$ cat src/rtl/midi_parameter_control.sv
// rtl/midi_parameter_control.sv - MIDI byte parser and CC-driven synth parameter register file
module midi_parameter_control #(
    parameter logic [6:0] CC_TEMPO   = 7'd20,
    parameter logic [6:0] CC_UNISON  = 7'd21,
    parameter logic [6:0] CC_ATTACK  = 7'd73,
    parameter logic [6:0] CC_DECAY   = 7'd75,
    parameter logic [6:0] CC_SUSTAIN = 7'd79,
    parameter logic [6:0] CC_RELEASE = 7'd72,
    parameter logic [6:0] CC_VOLUME  = 7'd7
) (
    input  logic        clock_50_000_000,
    input  logic        reset_l,
    input  logic [7:0]  data_in,
    input  logic        data_in_ready,
    output logic [21:0] message,
    output logic        message_ready,
    output logic [48:0] parameters,
    output logic [6:0]  parameter_changes
);

    localparam logic [3:0] TYPE_CONTROL_CHANGE = 4'hB;
    localparam logic [3:0] TYPE_PROGRAM        = 4'hC;
    localparam logic [3:0] TYPE_CHAN_AT        = 4'hD;

    // Field order matches the packed output: tempo in the top slice, volume in the bottom.
    localparam logic [48:0] PARAM_RESET = {7'd64, 7'd0, 7'd0, 7'd0, 7'd127, 7'd0, 7'd100};

    typedef enum logic [1:0] {
        ST_IDLE,
        ST_DATA1,
        ST_DATA2
    } parse_state_t;

    parse_state_t state, state_next;

    // Running status: the last channel status byte seen, reused for data-only messages.
    logic        rs_valid, rs_valid_next;
    logic [3:0]  rs_type, rs_type_next;
    logic [3:0]  rs_chan, rs_chan_next;
    logic [6:0]  data1, data1_next;
    logic        complete;
    logic [21:0] message_next;
    logic        one_data_type;
    logic        is_cc;
    logic [6:0]  cc_match;

    // Parser state, running status and first data byte registers.
    always_ff @(posedge clock_50_000_000 or posedge reset_l) begin
        if (reset_l) begin
            state    <= ST_IDLE;
            rs_valid <= 1'b0;
            rs_type  <= 4'h0;
            rs_chan  <= 4'h0;
            data1    <= 7'd0;
        end else begin
            state    <= state_next;
            rs_valid <= rs_valid_next;
            rs_type  <= rs_type_next;
            rs_chan  <= rs_chan_next;
            data1    <= data1_next;
        end
    end

    // Next-state decode: status bytes reset framing, data bytes advance it.
    always_comb begin
        state_next    = state;
        rs_valid_next = rs_valid;
        rs_type_next  = rs_type;
        rs_chan_next  = rs_chan;
        data1_next    = data1;
        complete      = 1'b0;
        message_next  = message;
        one_data_type = (rs_type == TYPE_PROGRAM) || (rs_type == TYPE_CHAN_AT);

        if (data_in_ready) begin
            if (data_in[7]) begin
                if (data_in[7:4] != 4'hF) begin
                    // Channel status: becomes running status, any partial message is dropped.
                    rs_valid_next = 1'b1;
                    rs_type_next  = data_in[7:4];
                    rs_chan_next  = data_in[3:0];
                    state_next    = ST_DATA1;
                end else if (!data_in[3]) begin
                    // System common / SysEx: cancels running status; its data is ignored in IDLE.
                    rs_valid_next = 1'b0;
                    state_next    = ST_IDLE;
                end
                // Real-time bytes (F8-FF) fall through untouched so they can interleave anywhere.
            end else begin
                case (state)
                    ST_IDLE: begin
                        state_next = ST_IDLE;
                    end
                    ST_DATA1: begin
                        if (rs_valid) begin
                            if (one_data_type) begin
                                complete     = 1'b1;
                                message_next = {rs_type, rs_chan, data_in[6:0], 7'd0};
                                state_next   = ST_DATA1;
                            end else begin
                                data1_next = data_in[6:0];
                                state_next = ST_DATA2;
                            end
                        end else begin
                            state_next = ST_IDLE;
                        end
                    end
                    ST_DATA2: begin
                        if (rs_valid) begin
                            complete     = 1'b1;
                            message_next = {rs_type, rs_chan, data1, data_in[6:0]};
                            state_next   = ST_DATA1;
                        end else begin
                            state_next = ST_IDLE;
                        end
                    end
                    default: begin
                        state_next = ST_IDLE;
                    end
                endcase
            end
        end
    end

    // Completed message register and its one-cycle valid pulse.
    always_ff @(posedge clock_50_000_000 or posedge reset_l) begin
        if (reset_l) begin
            message       <= 22'd0;
            message_ready <= 1'b0;
        end else begin
            message       <= message_next;
            message_ready <= complete;
        end
    end

    // Which parameter slots the current CC number addresses; several may share a number.
    always_comb begin
        is_cc       = message_ready && (message[21:18] == TYPE_CONTROL_CHANGE);
        cc_match[6] = (message[13:7] == CC_TEMPO);
        cc_match[5] = (message[13:7] == CC_UNISON);
        cc_match[4] = (message[13:7] == CC_ATTACK);
        cc_match[3] = (message[13:7] == CC_DECAY);
        cc_match[2] = (message[13:7] == CC_SUSTAIN);
        cc_match[1] = (message[13:7] == CC_RELEASE);
        cc_match[0] = (message[13:7] == CC_VOLUME);
    end

    // Parameter file: matched fields take data2, each update pulses its change bit for one cycle.
    always_ff @(posedge clock_50_000_000 or posedge reset_l) begin
        if (reset_l) begin
            parameters        <= PARAM_RESET;
            parameter_changes <= 7'd0;
        end else begin
            parameter_changes <= is_cc ? cc_match : 7'd0;
            for (int i = 0; i < 7; i++) begin
                if (is_cc && cc_match[i]) begin
                    parameters[i*7 +: 7] <= message[6:0];
                end
            end
        end
    end

endmodule

$ cat config.mk
export PLATFORM = sky130hd
export DESIGN_NAME = midi_parameter_control
export DESIGN_NICKNAME = d
export VERILOG_FILES = /design/src/rtl/midi_parameter_control.sv
export SDC_FILE = /design/constraint.sdc
export NUM_CORES = 1
export LEC_CHECK = 0
export ABC_CLOCK_PERIOD_IN_PS = 6900
export BUFFER_PORTS_ARGS = -buffer_cell sky130_fd_sc_hd__buf_2
export CAP_MARGIN = 20
export CORE_AREA = 5 5 121 123
export CTS_CLUSTER_DIAMETER = 80
export DETAILED_ROUTE_END_ITERATION = 7
export DIE_AREA = 0 0 126 128
export PLACE_DENSITY = 0.46
export SLEW_MARGIN = 20
export SYNTH_ARGS = -nofsm -noshare
export SYNTH_HDL_FRONTEND = slang
export SYNTH_SLANG_ARGS = --single-unit
$ cat constraint.sdc
create_clock -name clock_50_000_000 -period 6.9 [get_ports clock_50_000_000]
set_clock_uncertainty 0.05 [all_clocks]
set_input_delay 0.345 -clock clock_50_000_000 [delete_from_list [all_inputs] [get_ports clock_50_000_000]]
set_output_delay 0.345 -clock clock_50_000_000 [all_outputs]
set_load 0.005 [all_outputs]
# ---- Word level (Yosys, flattened, before mapping)
# Index checks and enable logic that the tools add are counted.
dict set report totals {
  reg_bits 97
  latch_bits 0
  ramBits 0
  rom_bits 0
  word_cells 70
  mem_count 0
}
dict set report classes {
  add_sub_neg 0
  multipliers 0
  div_mod_pow 0
  magnitude_cmp 0
  eq_ne 18
  n_shift 0
  n_mux 20
  bitwise 2
  reduce_logical 15
}
# op n
set ops {}
lappend ops {{$mux 22} 3}
lappend ops {{$pmux 22 s2} 1}
lappend ops {{$eq 7x7->1 const B} 4}
lappend ops {{$eq 7x5->1 const B} 2}
lappend ops {{$eq 4x4->1 const B} 3}
lappend ops {{$mux 2} 5}
lappend ops {{$logic_and 1x1->1} 8}
lappend ops {{$mux 1} 8}
lappend ops {{$eq 7x3->1 const B} 1}
lappend ops {{$mux 7} 1}
lappend ops {{$ne 2x2->1 const B} 3}
lappend ops {{$reduce_and 3->1} 2}
lappend ops {{$reduce_and 6->1} 1}
lappend ops {{$reduce_and 5->1} 1}
lappend ops {{$ne 4x4->1 const B} 1}
lappend ops {{$pmux 2 s2} 1}
lappend ops {{$ne 3x2->1 const B} 1}
lappend ops {{$eq 2x1->1 const B} 1}
lappend ops {{$eq 2x2->1 const B} 1}
lappend ops {{$ne 2x1->1 const B} 1}
lappend ops {{$not 1->1} 2}
lappend ops {{$pmux 1 s2} 1}
lappend ops {{$reduce_and 2->1} 1}
lappend ops {{$reduce_bool 2->1} 1}
lappend ops {{$logic_or 1x1->1} 1}

# ---- Depth between registers and ports, before layout
# Gate-level depths: netlist (run 1).
dict set report depth {
  word_depth 7
  ltp_mapped 7
  ltp_nobuf 5
}

# ---- Least setup slack after synthesis (run 1)
# OpenSTA, ideal clock, no wires.
dict set report synth_path {
  path_kind {register to register}
  from {register state[0]}
  to {register message[20]}
  t_arrival_ns 1.863
  setup_slack_ns 4.862
  path_stages_with_launch 8
  synth_period_minus_slack_ns 2.038
  cell_sequence {dfrtp_1 inv_1 ha_1 clkbuf_1 nor2_1 a211oi_1 buf_2 mux2_2}
}
dict set report synth_via {
  elab_chain_cells 3
}
# element line_no
set synth_lines {}
lappend synth_lines {{from (decl)} 34} ;# parse_state_t state, state_next;
lappend synth_lines {{from (signal assigned)} 56} ;# state <= state_next;
lappend synth_lines {{$eq 2x1->1 or $eq 2x2->1 (tied branches)} 90} ;# case (state)
lappend synth_lines {{$ne 2x2->1 (no source line) or $reduce_bool 2->1 (tied branches)} n/a}
lappend synth_lines {{$reduce_and 6->1 (no source line)} n/a}
lappend synth_lines {{to (signal assigned)} 131} ;# message <= message_next;
lappend synth_lines {{to (decl)} 15} ;# output logic [21:0] message,
# Parallel ways exist; a longest one is shown, timed or not.
# A chain may end at the register's enable or synchronous reset.

# ---- Final worst setup path (run 1)
dict set report layout_path {
  from {register state[0]}
  to {register message[17]}
}
# Same word-level chain as after synthesis.

==> impl_results.md, run 1 <==
- Port Buf Inserts: 89
- Critical path required time: 7.08 ns
- Core ar.: 13600 um2
- First-pass GRT wire length: 14400 um
- Setup CP Type: flop to flop
- CP max-delay cell: ha_1
- Top_reg_cell synth: dfrtp_1
- Placed Area: 4620 um2
- Tmin final: 2.53 ns
- Number of synthesized flops with an enable pin: 0
- Crit. End Element: flop
- GRT Residual Overflow: 0
- Outcome: completed
- R2R Setup Slk: 4.37 ns
- Max Freq: 395 MHz
- Synthesized flop and latch total: 97
- Top cell type's share of synthesized area: 54.5%
- Internal Pwr Total: 1.07 mW
- Leakage: 2.44 nW
- Post-DP HPWL: 6570 um
- TritonCTS Buffers: 9
- Initial antenna violation count: 0
- Hold Path Depth: 3
- Switching power share of the total: 28.4%
- DR vias/cell: 4.44
- Max H-tree Level: 3
- # Max-Cap Violations: 0
- Post-synth net total: 271
- DR WL/cell: 16.6 um
- Final hold violations: 0
- Residual DRC: 0
- Final Wtd Congestion: 0.723
- Setup TNS: 0 ns
- Synth top cells by count: dfrtp_1 (86), mux2_2 (82), inv_1 (12), nand2_1 (12), dfstp_2 (11)
- Setup bufs post-CTS: 0
- Clk pin slew, worst setup/hold paths: 0.07 ns
- Chip width: 126 um
- Layout fillers: 1352
- Post-route antenna net violation count: 0
- Combinational power share: 16.0%
- Total Wirelength: 8990 um
- Sequential Power Share: 50.1%
- Vias: 2396
- Die area: 16100 um2
- Die Height: 128 um
- Row cnt: 43
- FF-to-FF Start: state[0]$_DFFE_PP0P_
- Synthesized area per cell: 15.3 um2
- Reg2Reg Depth: 6
- Yosys cell types: 31
- Register area share after synthesis: 61.9%
- Hold EP: message[0]$_DFFE_PP0P_
- Clock network power share: 33.9%
- Post-synth top area cell: dfrtp_1
- Power Density: 302 nW/um2
- Net Sw Power: 0.424 mW
- Async SR Flop Fraction: 100%
- CTS tree: done
- Critical Path AT: 2.71 ns
- Startpoint Class: flop
- Most numerous cell in the Yosys netlist: dfrtp_1
- Maximum clock path buffer count: 2
- Proportion of layout cells with a drive suffix above 1: 58.9%
- Syn Std Cell Area: 3950 um2
- Final worst path period share: 36.7%
- Largest net degree at the start of global routing: 58
- Max VDD drop: 0.000142 V
- Nets: 368
- Slew @ Worst Pin: 0.898 ns
- Slowest Stage Delay on Critical Path: 0.52 ns
- Reg2reg end: message[17]$_DFFE_PP0P_
- CP Max Fanout: 16
- Post-Synthesis Cells: 258
- Total GRT Usage: 11.7%
- Vias in the first global route: 2493
- DR iter-0 viols: 92
- Synth warn: 0
- Ant. Diodes: 0
- DRT Pass-1 Iters: 4
- Worst hold path class: input port to flop
- Clk_lat worst skew: 0.34 ns
- IO Pins: 90
- Synth area leaders: dfrtp_1 (55%), mux2_2 (23%), dfstp_2 (7.3%)
- RSZ-0062 raised after global routing: no
- Starting Density: 29.1%
- Post-Route Utilization: 36.4%
- Final Cell Area: 4930 um2
- Clock Tree Root: clkbuf_16
- Critical Path Start: state[0]$_DFFE_PP0P_
- Clock tree sinks: 97
- Hold WS: 0.235 ns
- Relative slew margins: 39.6%
- Worst-path cell chain: inv_1, ha_1, nor2_1, a211oi_4, buf_4, mux2_2
- Max Slew Vio Count: 0
- Area delta synth->final: 25.0%
- Final Setup Violations: 0
- Hold Crit Start: data_in[0]
-- layer usage --
layer  wire length, um  vias to the layer above  track usage, %
li1                  -                     1110               -
met1              4280                     1209            16.1
met2              3950                       70            16.8
met3               656                        7            5.25
met4                99                        0            3.03
met5                 0                        -               0
-- layout by cell type (no fill, tap or decap), types with 3 or more instances in the layout --
| master | count |
|---|---|
| buf_2 | 89 |
| buf_4 | 3 |
| clkbuf_16 | 9 |
| clkinvlp_4 | 3 |
| dfrtp_1 | 86 |
| dfstp_2 | 11 |
| inv_1 | 11 |
| mux2_2 | 82 |
| mux2i_1 | 8 |
| nand2_1 | 12 |
| nand3_1 | 3 |
| nand3b_1 | 3 |
| nor3_1 | 3 |
| nor4_4 | 4 |
-- worst max path at each step --
stage,end
after floorplan,data1[0]$_DFFE_PP0P_
after global placement,message[14]$_DFFE_PP0P_
after detailed placement,message[14]$_DFFE_PP0P_
after CTS,message[17]$_DFFE_PP0P_
after global routing,message[17]$_DFFE_PP0P_
final,message[17]$_DFFE_PP0P_
-- worst max-delay path: cells and delay by family, from the launching register on --
| family | cells | cell delay, ns |
|---|---|---|
| buffers and inverters | 2 | 0.42 |
| AO/OA/AOI/OAI | 1 | 0.47 |
| AND/OR/NAND/NOR | 1 | 0.18 |
| adder cells (fa/ha/maj) | 1 | 0.52 |
| multiplexers | 1 | 0.36 |
| flip-flops | 1 | 0.40 |
-- logic make-up (layout without fill, tap and decap cells) --
kind of cell | count (synthesis) | count (layout) | share of synthesized area, %
muxes | 91 | 91 | 25.7
and+or+nand+nor | 42 | 42 | 8.40
adders and majority gates | 2 | 2 | 0.634
AOI/OAI and AO/OA | 7 | 7 | 1.33
buffers and inverters | 19 | 121 | 2.06
DFF | 97 | 97 | 61.9
-- per-stage QoR --
stage,power [mW],worst slack [ns],instances
CTS,1.53,4.33,540
finish,1.49,4.37,540
detailed placement,1.00,4.36,523
global route,1.58,4.20,540
floorplan,0.882,3.99,258
global placement,1.00,4.40,523
-- registers in the layout (all words and copies together) (netlist names) --
name and count:
message_ready 1, state 2, data1 7, rs_valid 1, parameters 49, message 22, rs_chan 4, rs_type 4
parameter_changes 7
-- power by group through the flow --
| stage | Combinational (mW) | Sequential, mW | Clock (mW) |
|---|---|---|---|
| 3_3_place_gp | 0.244 | 0.758 | 0 |
| 5_1_grt | 0.269 | 0.763 | 0.549 |
| 4_1_cts | 0.247 | 0.750 | 0.529 |
| 6_report | 0.239 | 0.748 | 0.506 |
| 3_5_place_dp | 0.245 | 0.760 | 0 |
| 2_1_floorplan | 0.153 | 0.729 | 0 |
-- layout make-up --
type / instances / area [um2] / share of cell area [%]
multi-input cells: 142 / 1440 / 29.1
repair buffers: 93 / 478 / 9.69
clock buffers: 10 / 239 / 4.84
inverters: 12 / 47.5 / 0.964
flip-flops and latches: 97 / 2440 / 49.5
well taps: 180 / 225 / 4.57
clock inverters: 6 / 66.3 / 1.34
-- timing repair --
action / CTS / global route
gates resized for setup: 0 / 0
endpoints found under the setup margin: 0 / 0
endpoints found under the hold margin: 4 / 0
hold buffers: 1 / 0
Power figures use the tool's default switching activity.
==> run 2: changes to the inputs <==
--- a/config.mk
+++ b/config.mk
@@ -5,7 +5,7 @@
 export SDC_FILE = /design/constraint.sdc
 export NUM_CORES = 1
 export LEC_CHECK = 0
-export ABC_CLOCK_PERIOD_IN_PS = 6900
+export ABC_CLOCK_PERIOD_IN_PS = 2400
 export BUFFER_PORTS_ARGS = -buffer_cell sky130_fd_sc_hd__buf_2
 export CAP_MARGIN = 20
 export CORE_AREA = 5 5 121 123
==> constraint.sdc (replaced) <==
create_clock -name clock_50_000_000 -period 2.4 [get_ports clock_50_000_000]
set_clock_uncertainty 0.05 [all_clocks]
set_input_delay 0.12 -clock clock_50_000_000 [delete_from_list [all_inputs] [get_ports clock_50_000_000]]
set_output_delay 0.12 -clock clock_50_000_000 [all_outputs]
set_load 0.005 [all_outputs]
==> impl_results.md, run 2 (synthesis results as in run 1) <==
- Outcome: completed
- Tmin final: 2.09 ns
- Area delta synth->final: 26.7%
- DR vias/cell: 4.42
- Max Freq: 479 MHz
- Startpoint Class: flop
- Final Setup Violations: 0
- Chip width: 126 um
- Largest net degree at the start of global routing: 98
- Power Density: 831 nW/um2
- Final hold violations: 0
- CTS tree: done
- Clk_lat worst skew: 0.34 ns
- Number of flip-flops in the largest register: 49
- Slew @ Worst Pin: 0.645 ns
- DRT Pass-1 Iters: 6
- Vias: 2436
- Final Wtd Congestion: 0.772
- Starting Density: 29.1%
- Leakage: 2.48 nW
- Proportion of layout cells with a drive suffix above 1: 58.8%
- Residual DRC: 0
- TritonCTS Buffers: 9
- Internal Pwr Total: 2.94 mW
- Post-DP HPWL: 6650 um
- RSZ-0062 raised after global routing: no
- Hold WS: 0.0325 ns
- Port Buf Inserts: 89
- Vias in the first global route: 2623
- Initial antenna violation count: 0
- Most flop-heavy register: parameters
- Reg2Reg Depth: 3
- Maximum clock path buffer count: 2
- Relative slew margins: 55.9%
- Crit. End Element: flop
- Total GRT Usage: 12.3%
- Clock tree sinks: 97
- Nets: 379
- Clk pin slew, worst setup/hold paths: 0.07 ns
- Sequential Power Share: 51.4%
- Storage element area: 2440 um2
- Setup CP Type: flop to flop
- Top flop regs: parameters (49), message (22)
- Post-CTS Resized: 0
- Max VDD drop: 0.000380 V
- Max Slew Vio Count: 0
- Clock Tree Root: clkbuf_16
- Hold Path Depth: 3
- Final worst path period share: 87.0%
- DR WL/cell: 17.0 um
- Multi-input logic area: 1440 um2
- Total Wirelength: 9380 um
- Core ar.: 13600 um2
- Combinational power share: 17.0%
- Layout fillers: 1361
- Critical path required time: 2.57 ns
- Worst hold path class: input port to flop
- # Max-Cap Violations: 0
- Max H-tree Level: 3
- DR iter-0 viols: 134
- Row cnt: 43
- Most frequent cells in the layout: buf_2 (89), dfrtp_1 (86), mux2_2 (82), nand2_1 (12)
- Switching power share of the total: 29.2%
- GRT Residual Overflow: 0
- Die area: 16100 um2
- Ant. Diodes: 0
- Post-route antenna net violation count: 0
- CP Max Fanout: 8
- Most common cell after layout, fill and taps aside: buf_2
- Clock network power share: 31.6%
- Net Sw Power: 1.21 mW
- First-pass GRT wire length: 15300 um
- IO Pins: 90
- Setup TNS: 0 ns
- Die Height: 128 um
- Critical Path AT: 2.26 ns
run 2: cell types whose count changed in the layout (fill, tap and decap cells not counted):
| cell | before | now |
|---|---|---|
| buf_4 | 3 | 10 |
| dlygate4sd3_1 | 1 | 4 |
| clkbuf_1 | 0 | 2 |
| buf_12 | 0 | 1 |
| bufinv_16 | 1 | 0 |
| clkbuf_8 | 1 | 0 |
| clkinv_2 | 1 | 2 |
| clkinv_4 | 0 | 1 |
| inv_4 | 1 | 0 |
| inv_6 | 1 | 0 |
run 2: metrics by stage:
stage	std cells	power, mW	area, um2	util (%)	setup slack (ns)
finish	551	4.15	5000	36.9	0.313
CTS	551	4.26	5000	36.9	0.280
detailed placement	531	2.89	4690	34.6	0.305
floorplan	258	2.54	3950	-	0.362
global placement	531	2.88	4690	34.6	0.335
global route	551	4.42	5000	36.9	0.197
run 2: power by group through the flow:
stage | Clock (mW) | Sequential (mW) | Combinational [mW]
2_1_floorplan | 0 | 2.10 | 0.439
3_3_place_gp | 0 | 2.16 | 0.722
3_5_place_dp | 0 | 2.17 | 0.721
4_1_cts | 1.38 | 2.14 | 0.729
5_1_grt | 1.44 | 2.18 | 0.793
6_report | 1.31 | 2.14 | 0.705
run 2: cell type report:
type	instances	share of cell area [%]
sequential	97	48.8
clock inverter	5	0.676
multi-input combinational	142	28.7
inverter	12	0.976
clock buffer	11	4.66
tap	180	4.51
timing repair buffer	104	11.6
run 2: repair_timing:
action / 4_1_cts / 5_1_grt
hold endpoints to repair: 92 / 0
buffers inserted: 0 / 0
hold buffers: 4 / 0
run 2: worst paths after layout:
check                                           start                          to  slack (ns)
setup / recovery               message[8]$_DFFE_PP0P_  parameters[13]$_DFFE_PP0P_        0.31
hold / removal                             data_in[4]      message[4]$_DFFE_PP0P_        0.03
setup reg to reg               message[8]$_DFFE_PP0P_  parameters[13]$_DFFE_PP0P_        0.31
hold reg to reg            parameters[13]$_DFFE_PP0P_  parameters[13]$_DFFE_PP0P_        0.44
max in group asynchronous                     reset_l  parameters[18]$_DFFE_PP1P_        1.45
min in group asynchronous                     reset_l  parameters[26]$_DFFE_PP0P_        0.41
run 2: per-layer routing:
layer / wire, um / vias to the layer above / share of wire (%) / global-route usage [%]
met5: 0 / - / 0 / 0
met3: 534 / 11 / 5.7 / 3.62
met2: 4260 / 67 / 45 / 18.4
met4: 155 / 0 / 1.7 / 4.54
li1: - / 1134 / - / -
met1: 4440 / 1224 / 47 / 16.9
run 2: critical path: stages, from the launching register on:
cell and delay (ns):
dfrtp_1 0.42, nand4bb_1 0.30, or4_1 0.80, mux2_1 0.39
